### src/rtl/img_lut_loader.sv
// img_lut_loader: frame-synchronous loader for the pixel LUT.
// A software start arms the loader; on the next start-of-frame the video
// stream is held at the frame boundary while a complete table is streamed
// into the LUT write port. Video is then released, so no frame is ever
// mapped through a partially updated table.
module img_lut_loader #(
    parameter int PX_WIDTH    = 10,
    parameter int TDATA_WIDTH = ((PX_WIDTH + 7) / 8) * 8,
    parameter int TID_WIDTH   = 4,
    parameter int TDEST_WIDTH = 4
) (
    input  logic                     clk_i,
    input  logic                     rst_i,

    // Software control
    input  logic                     start_i,
    output logic                     busy_o,
    output logic                     done_o,
    output logic                     err_o,

    // Table stream: LUT entries in address order
    input  logic                     table_tvalid_i,
    output logic                     table_tready_o,
    input  logic [TDATA_WIDTH-1:0]   table_tdata_i,
    input  logic                     table_tlast_i,

    // LUT write-control port
    output logic [PX_WIDTH-1:0]      lut_orig_px_o,
    output logic [PX_WIDTH-1:0]      lut_mod_px_o,
    output logic                     lut_wr_stb_o,

    // Upstream video
    input  logic                     video_in_tvalid_i,
    output logic                     video_in_tready_o,
    input  logic [TDATA_WIDTH-1:0]   video_in_tdata_i,
    input  logic                     video_in_tlast_i,
    input  logic                     video_in_tuser_i,
    input  logic [TDATA_WIDTH/8-1:0] video_in_tstrb_i,
    input  logic [TDATA_WIDTH/8-1:0] video_in_tkeep_i,
    input  logic [TID_WIDTH-1:0]     video_in_tid_i,
    input  logic [TDEST_WIDTH-1:0]   video_in_tdest_i,

    // Video toward the LUT
    output logic                     video_out_tvalid_o,
    input  logic                     video_out_tready_i,
    output logic [TDATA_WIDTH-1:0]   video_out_tdata_o,
    output logic                     video_out_tlast_o,
    output logic                     video_out_tuser_o,
    output logic [TDATA_WIDTH/8-1:0] video_out_tstrb_o,
    output logic [TDATA_WIDTH/8-1:0] video_out_tkeep_o,
    output logic [TID_WIDTH-1:0]     video_out_tid_o,
    output logic [TDEST_WIDTH-1:0]   video_out_tdest_o
);

    typedef enum logic [1:0] {
        ST_IDLE,
        ST_ARMED,
        ST_LOAD,
        ST_FLUSH
    } state_t;

    localparam logic [PX_WIDTH-1:0] LAST_ADDR = {PX_WIDTH{1'b1}};

    state_t              state_q, state_d;
    logic [PX_WIDTH-1:0] addr_q, addr_d;
    logic [PX_WIDTH-1:0] orig_q, orig_d;
    logic [PX_WIDTH-1:0] mod_q, mod_d;
    logic                wr_stb_q, wr_stb_d;
    logic                done_q, done_d;
    logic                err_q, err_d;

    logic                sof_seen;
    logic                tbl_acc;
    logic                last_entry;
    logic                gate;

    // Only the low PX_WIDTH bits of a table beat carry the LUT entry; the
    // byte-padding bits above them are don't-care.
    logic                unused_tdata_pad;
    assign unused_tdata_pad = ^(table_tdata_i >> PX_WIDTH);

    assign sof_seen       = video_in_tvalid_i && video_in_tuser_i;
    assign table_tready_o = (state_q == ST_LOAD);
    assign tbl_acc        = table_tvalid_i && table_tready_o;
    assign last_entry     = (addr_q == LAST_ADDR);

    // The SOF beat is held from the very cycle it appears while armed, so
    // the LUT never sees a pixel of the new frame before the table is whole.
    assign gate = (state_q == ST_LOAD) || (state_q == ST_FLUSH) ||
                  ((state_q == ST_ARMED) && sof_seen);

    // Next-state and write-port logic
    always_comb begin
        state_d  = state_q;
        addr_d   = addr_q;
        orig_d   = orig_q;
        mod_d    = mod_q;
        wr_stb_d = 1'b0;
        done_d   = 1'b0;
        err_d    = err_q;

        unique case (state_q)
            ST_IDLE: begin
                if (start_i) begin
                    state_d = ST_ARMED;
                    err_d   = 1'b0;
                end
            end

            ST_ARMED: begin
                if (sof_seen) begin
                    state_d = ST_LOAD;
                    addr_d  = '0;
                end
            end

            ST_LOAD: begin
                if (tbl_acc) begin
                    wr_stb_d = 1'b1;
                    orig_d   = addr_q;
                    mod_d    = table_tdata_i[PX_WIDTH-1:0];
                    // tlast must coincide exactly with the final entry; the
                    // load itself always completes by count regardless.
                    if (table_tlast_i != last_entry) begin
                        err_d = 1'b1;
                    end
                    if (last_entry) begin
                        state_d = ST_FLUSH;
                    end else begin
                        addr_d = addr_q + PX_WIDTH'(1);
                    end
                end
            end

            ST_FLUSH: begin
                state_d = ST_IDLE;
                done_d  = 1'b1;
            end

            default: begin
                state_d = ST_IDLE;
            end
        endcase
    end

    // Control and write-port registers; reset aborts any load in progress
    always_ff @(posedge clk_i or posedge rst_i) begin
        if (rst_i) begin
            state_q  <= ST_IDLE;
            addr_q   <= '0;
            orig_q   <= '0;
            mod_q    <= '0;
            wr_stb_q <= 1'b0;
            done_q   <= 1'b0;
            err_q    <= 1'b0;
        end else begin
            state_q  <= state_d;
            addr_q   <= addr_d;
            orig_q   <= orig_d;
            mod_q    <= mod_d;
            wr_stb_q <= wr_stb_d;
            done_q   <= done_d;
            err_q    <= err_d;
        end
    end

    assign busy_o        = (state_q != ST_IDLE);
    assign done_o        = done_q;
    assign err_o         = err_q;

    assign lut_orig_px_o = orig_q;
    assign lut_mod_px_o  = mod_q;
    assign lut_wr_stb_o  = wr_stb_q;

    // Video pass-through; only the handshake is gated.
    assign video_out_tvalid_o = video_in_tvalid_i && !gate;
    assign video_in_tready_o  = video_out_tready_i && !gate;
    assign video_out_tdata_o  = video_in_tdata_i;
    assign video_out_tlast_o  = video_in_tlast_i;
    assign video_out_tuser_o  = video_in_tuser_i;
    assign video_out_tstrb_o  = video_in_tstrb_i;
    assign video_out_tkeep_o  = video_in_tkeep_i;
    assign video_out_tid_o    = video_in_tid_i;
    assign video_out_tdest_o  = video_in_tdest_i;

endmodule
### config.mk
export PLATFORM = sky130hd
export DESIGN_NAME = img_lut_loader
export DESIGN_NICKNAME = d
export VERILOG_FILES = /design/src/rtl/img_lut_loader.sv
export SDC_FILE = /design/constraint.sdc
export NUM_CORES = 1
export LEC_CHECK = 0
export CAP_MARGIN = 10
export CORE_MARGIN = 1
export CORE_UTILIZATION = 35
export CTS_CLUSTER_DIAMETER = 120
export DETAILED_ROUTE_END_ITERATION = 10
export PLACE_DENSITY = 0.73
export SLEW_MARGIN = 20
export SYNTH_ARGS = -nofsm -noshare
export SYNTH_HDL_FRONTEND = slang
export SYNTH_SLANG_ARGS = --single-unit
### constraint.sdc
create_clock -name clk_i -period 2 [get_ports clk_i]
set_clock_uncertainty 0.15 [all_clocks]
set_input_delay 0.2 -clock clk_i [delete_from_list [all_inputs] [get_ports clk_i]]
set_output_delay 0.2 -clock clk_i [all_outputs]
set_load 0.02 [all_outputs]
# After elaboration in Yosys (flattened, before gate mapping)
# Index checks and enable logic that the tools add are counted.
[totals] regBits=35 inputBits=53 out_inout_bits=57 elab_cells=51
[op_classes] add_sub_neg=1 eq_ne=11 mux=16 reduce_logical=16
[op_table] operator="10-bit 2-to-1 mux" count=3
[op_table] operator="10-bit case mux with 2 select lines" count=1
[op_table] operator="4-bit AND reduction" count=3
[op_table] operator="10-bit by 1-bit adder with 10-bit output, second input constant" count=1
[op_table] operator="10-bit equality test, second input constant" count=1
[op_table] operator="2-bit 2-to-1 mux" count=4
[op_table] operator="2-bit case mux with 4 select lines" count=1
[op_table] operator="1-bit 2-to-1 mux" count=6
[op_table] operator="2-bit by 1-bit inequality test with 1-bit output, second input constant" count=3
[op_table] operator="2-bit inequality test, second input constant" count=3
[op_table] operator="2-bit nonzero test" count=3
[op_table] operator="1-bit logical AND" count=5
[op_table] operator="2-bit equality test, second input constant" count=2
[op_table] operator="2-bit by 1-bit equality test with 1-bit output, second input constant" count=1
[op_table] operator="2-bit zero test" count=1
[op_table] operator="1-bit logical OR" count=2
[op_table] operator="1-bit case mux with 2 select lines" count=1
[op_table] operator="2-bit AND reduction" count=1
[op_table] operator="1-bit zero test" count=1
[op_table] operator="1-bit inequality test" count=1

# Longest topological paths before layout
[depth] ltp_word=5 ltp_mapped=7 depth_no_buf=7

# Worst setup path before layout
# Ideal clock, no wire load.
[synth_timing] path_type="register to register" from="reg state_q[0]" to="reg addr_q[0]" setup_ps=125 arrival_ps=1808 required_ps=1725 path_slack_ps=-83 path_stages_with_launch=8 n_path_buf=0 synth_period_minus_slack_ps=2083 cell_sequence="dfrtp_1 > inv_1 > ha_1 > nand2_4 > clkinv_4 > nor2_1 > or3_4 > mux2_2"
[synth_between] elab_chain_len=4 word_cells_on_any_way=9 cone_classes="eq/ne (5); mux (1); reduce/logical (3)"
[synth_lines] item="from (decl)" line_no="64" source="state_t state_q, state_d;"
[synth_lines] item="from (signal assigned)" line_no="157" source="state_q <= state_d;"
[synth_lines] item="2-bit equality test *" line_no="83" source="assign table_tready_o = (state_q == ST_LOAD);"
[synth_lines] item="named net table_tready_o" line_no="23" source="output logic table_tready_o,"
[synth_lines] item="1-bit logical AND" line_no="84" source="assign tbl_acc = table_tvalid_i && table_tready_o;"
[synth_lines] item="2-bit by 1-bit inequality test with 1-bit output (no line)"
[synth_lines] item="4-bit AND reduction (no line)"
[synth_lines] item="to (signal assigned)" line_no="158" source="addr_q <= addr_d;"
[synth_lines] item="to (decl)" line_no="65" source="logic [PX_WIDTH-1:0] addr_q, addr_d;"
# The timed path passes the listed nets; every way through them passes the cells marked *.
# A chain may end at the register's enable or synchronous reset.

# Worst setup path in the final report
[layout_timing] from="reg state_q[0]" to="reg addr_q[0]"
[layout_between] elab_chain_len=4 word_cells_on_any_way=9 cone_classes="eq/ne (5); mux (1); reduce/logical (3)"
[layout_lines] item="2-bit equality test" line_no="83, 102"
[layout_lines] item="1-bit logical AND" line_no="84"
[layout_lines] item="2-bit by 1-bit inequality test with 1-bit output (no line)"
[layout_lines] item="4-bit AND reduction (no line)"
# Several ways; a longest one is shown, not always the timed one.

==> qor.yml <==
status:
  status: "finished, final reports clean"
routing:
  drc: 0
  drt_pass1_iterations: 5
  routed_wl_microns: 3620
  ant_nets: 0
  viasPerCell: 4.88
  routedWlPerCell_microns: 13.5
  via_count: 1312
  drt_iter0_markers: 48
cts:
  clock_latency_ps: 290
  cts-root-buf: "clkbuf_8"
  clk_pin_slew_worst_paths_ps: 70
  cts_buffers: 5
  clock-sinks: 35
  post_cts_buffers: 0
  tritoncts: "done"
  cts_hold_buf: 0
  ctsHtreeMaxLevel: 2
  clk_path_buf_depth: 2
pwr:
  pwr_density_cell_mw_per_mm2: 1350
  power_leakage_nw: 1.04
  ir_drop_mv: 0.565
synthesis:
  synth_compound_area_frac: 0.0978
  syn_inst: 168
  syn_area_per_cell_sq_um: 11.5
  synth_cell_types: 43
  yosysWarningCount: 0
  syn_nets: 227
  yosys.area_share.simple: 0.141
  synthMuxAreaShare: 0.122
  synth_top_area_frac: 0.453
  synth_top_family_by_area: "buffers and inverters"
  yosysSeqAreaShare: 0.453
  synth_area_leader_cell: "dfrtp_1"
  ys_ff_latch: 35
  synthTopCellsByArea: "dfrtp_1, buf_4, mux2_2"
  synthesis.area_sq_mm: 0.00193
  synth-adder-area-share: 0.0389
  yosys.area_share.xor_xnor: 0.00453
setup_path:
  r2r_setup_slack_ps: 70
  r2r_start: "state_q[0]"
  path_class: "flop to flop"
  startpoint_type: "flop"
  end_kind: "flop"
  critical_path_arrival_ps: 1960
  crit-reg2reg-capture: "addr_q[0]"
  r2r_cells: 6
  cp_max_fo: 5
  cp.required_ps: 2030
die:
  core_sq_mm: 0.00520
  ios: 110
  die_area_sq_mm: 0.00582
  fp.dieW_microns: 76.3
  rows: 26
  die_h_microns: 76.3
  start_util: 0.371
global_route:
  grt_util_all_layers: 0.136
  grt_pass1_vias: 1320
  grt_pass1_wl_microns: 6280
  globalRouteOverflowTotal: 0
  antenna_found_initial: 0
  grt_max_degree: 36
sta:
  maxSlewHeadroom: 0.695
  slew_violations: 0
  worst_slew_pin_slew_ps: 458
  fin_crit_sh: 0.963
  setup_tns_ps: 0
  max_freq_mhz: 519
  final.min_clock_period_ps: 1930
  finalSetupViolations: 0
  rsz0062_at_grt: "true"
  hold_violations: 0
final_layout:
  mostFrequentLayoutCells: "clkdlybuf4s50_1, dfrtp_1, mux2_2"
  multiInputGateArea_sq_um: 800
  drive_above_1_share: 0.266
  syn2layout_area_growth_pct: 24.2
  diodes: 0
  fin_cells: 269
  final_common_cell: "clkdlybuf4s50_1"
  fin_nets: 257
  seq_area_sq_um: 876
  fillerInstances: 504
placement:
  gp_congestion: 0.758
  dp_hpwl_microns: 2540
  port_buffers: 45
  dp.cells: 261
run:
  cap_violations: 0
hold_path:
  min_path_type: "input pin to async pin"
==> kinds of logic after synthesis <==
kind of cell,count (synthesis)
AO/OA/AOI/OAI,26
XOR/XNOR,1
adder cells (fa/ha/maj),6
buffers and inverters,41
flip-flops,35
multiplexers,21
AND/OR/NAND/NOR,38
==> power by group <==
part	switching, W	total [W]	internal [W]
clock	0.000262	0.000505	0.000243
sequential	0.000159	0.00111	0.000954
combinational	0.000799	0.00163	0.000828
total	0.00122	0.00324	0.00202
==> registers in the layout, summed over array words and instances, names as in the netlist <==
name / cells
lut_mod_px_o: 10
err_o: 1
state_q: 2
done_o: 1
lut_wr_stb_o: 1
lut_orig_px_o: 10
addr_q: 10
==> cells in the mapped netlist (all sizes together) <==
library cell and n:
xor2 1, a21boi 1, o31ai 2, nand2 9
nor3 2, buf 32, ha 6, nand4 3
o21ai 4, or4b 1, a21bo 1, o41ai 4
inv 8, or2 1, and4b 1, o211a 1
nand2b 1, a22o 1, a31oi 2, nand3 3
clkinv 1, a22oi 1, dfrtp 35, a21oi 6
a41o 2, and2b 1, or3 2, nor2 9
nor4 1, or3b 1, mux2 21, o221ai 1
or4 3
==> worst max-delay path, cell delays in order (launching register included) <==
cell,delay [ps]
dfrtp_1,420
inv_1,80
ha_2,210
and2b_2,240
nor4_2,60
or3_4,390
mux2_2,270
==> through the flow <==
| step | total power [W] | worst slack (ps) | hold slack (ps) | util | cell area (sq um) |
|---|---|---|---|---|---|
| floorplan | 0.00215 | 43.5 | 202 | - | 1930 |
| global placement | 0.00274 | 72.0 | 250 | 0.444 | 2310 |
| detailed placement | 0.00279 | 13.2 | 250 | 0.444 | 2310 |
| CTS | 0.00328 | -11.6 | 185 | 0.460 | 2390 |
| global route | 0.00348 | -0.0471 | 224 | 0.461 | 2400 |
| finish | 0.00324 | 74.0 | 174 | 0.461 | 2400 |
==> per-layer routing <==
| metal | GRT usage | wire (microns) | up-vias |
|---|---|---|---|
| met5 | 0 | 0 | - |
| met4 | 0.0558 | 67 | 0 |
| met3 | 0.0443 | 204 | 13 |
| met2 | 0.223 | 1730 | 35 |
| met1 | 0.165 | 1620 | 626 |
| li1 | - | - | 638 |
==> worst max-delay path by stage <==
| stage | from | depth (start not counted) | end |
|---|---|---|---|
| 3_3_place_gp | state_q[0] | 6 | video_in_tready_o |
| 6_report | state_q[0] | 6 | addr_q[0] |
| 3_5_place_dp | state_q[0] | 6 | video_in_tready_o |
| 2_1_floorplan | state_q[0] | 7 | addr_q[0] |
| 5_1_grt | state_q[0] | 8 | addr_q[5] |
| 4_1_cts | state_q[0] | 6 | video_in_tready_o |
==> cell type report <==
cell class / instances / share of cell area
Clock buffer: 6 / 0.0302
Clock inverter: 2 / 0.00521
Inverter: 9 / 0.0162
Multi-Input combinational cell: 92 / 0.333
Sequential cell: 35 / 0.365
Tap cell: 70 / 0.0365
Timing Repair Buffer: 55 / 0.214
==> repair_timing <==
action	in CTS	in global routing
pin swaps	0	0
gates resized for setup	5	9
setup endpoints to repair	4	11
(Power assumes the default switching activity.)
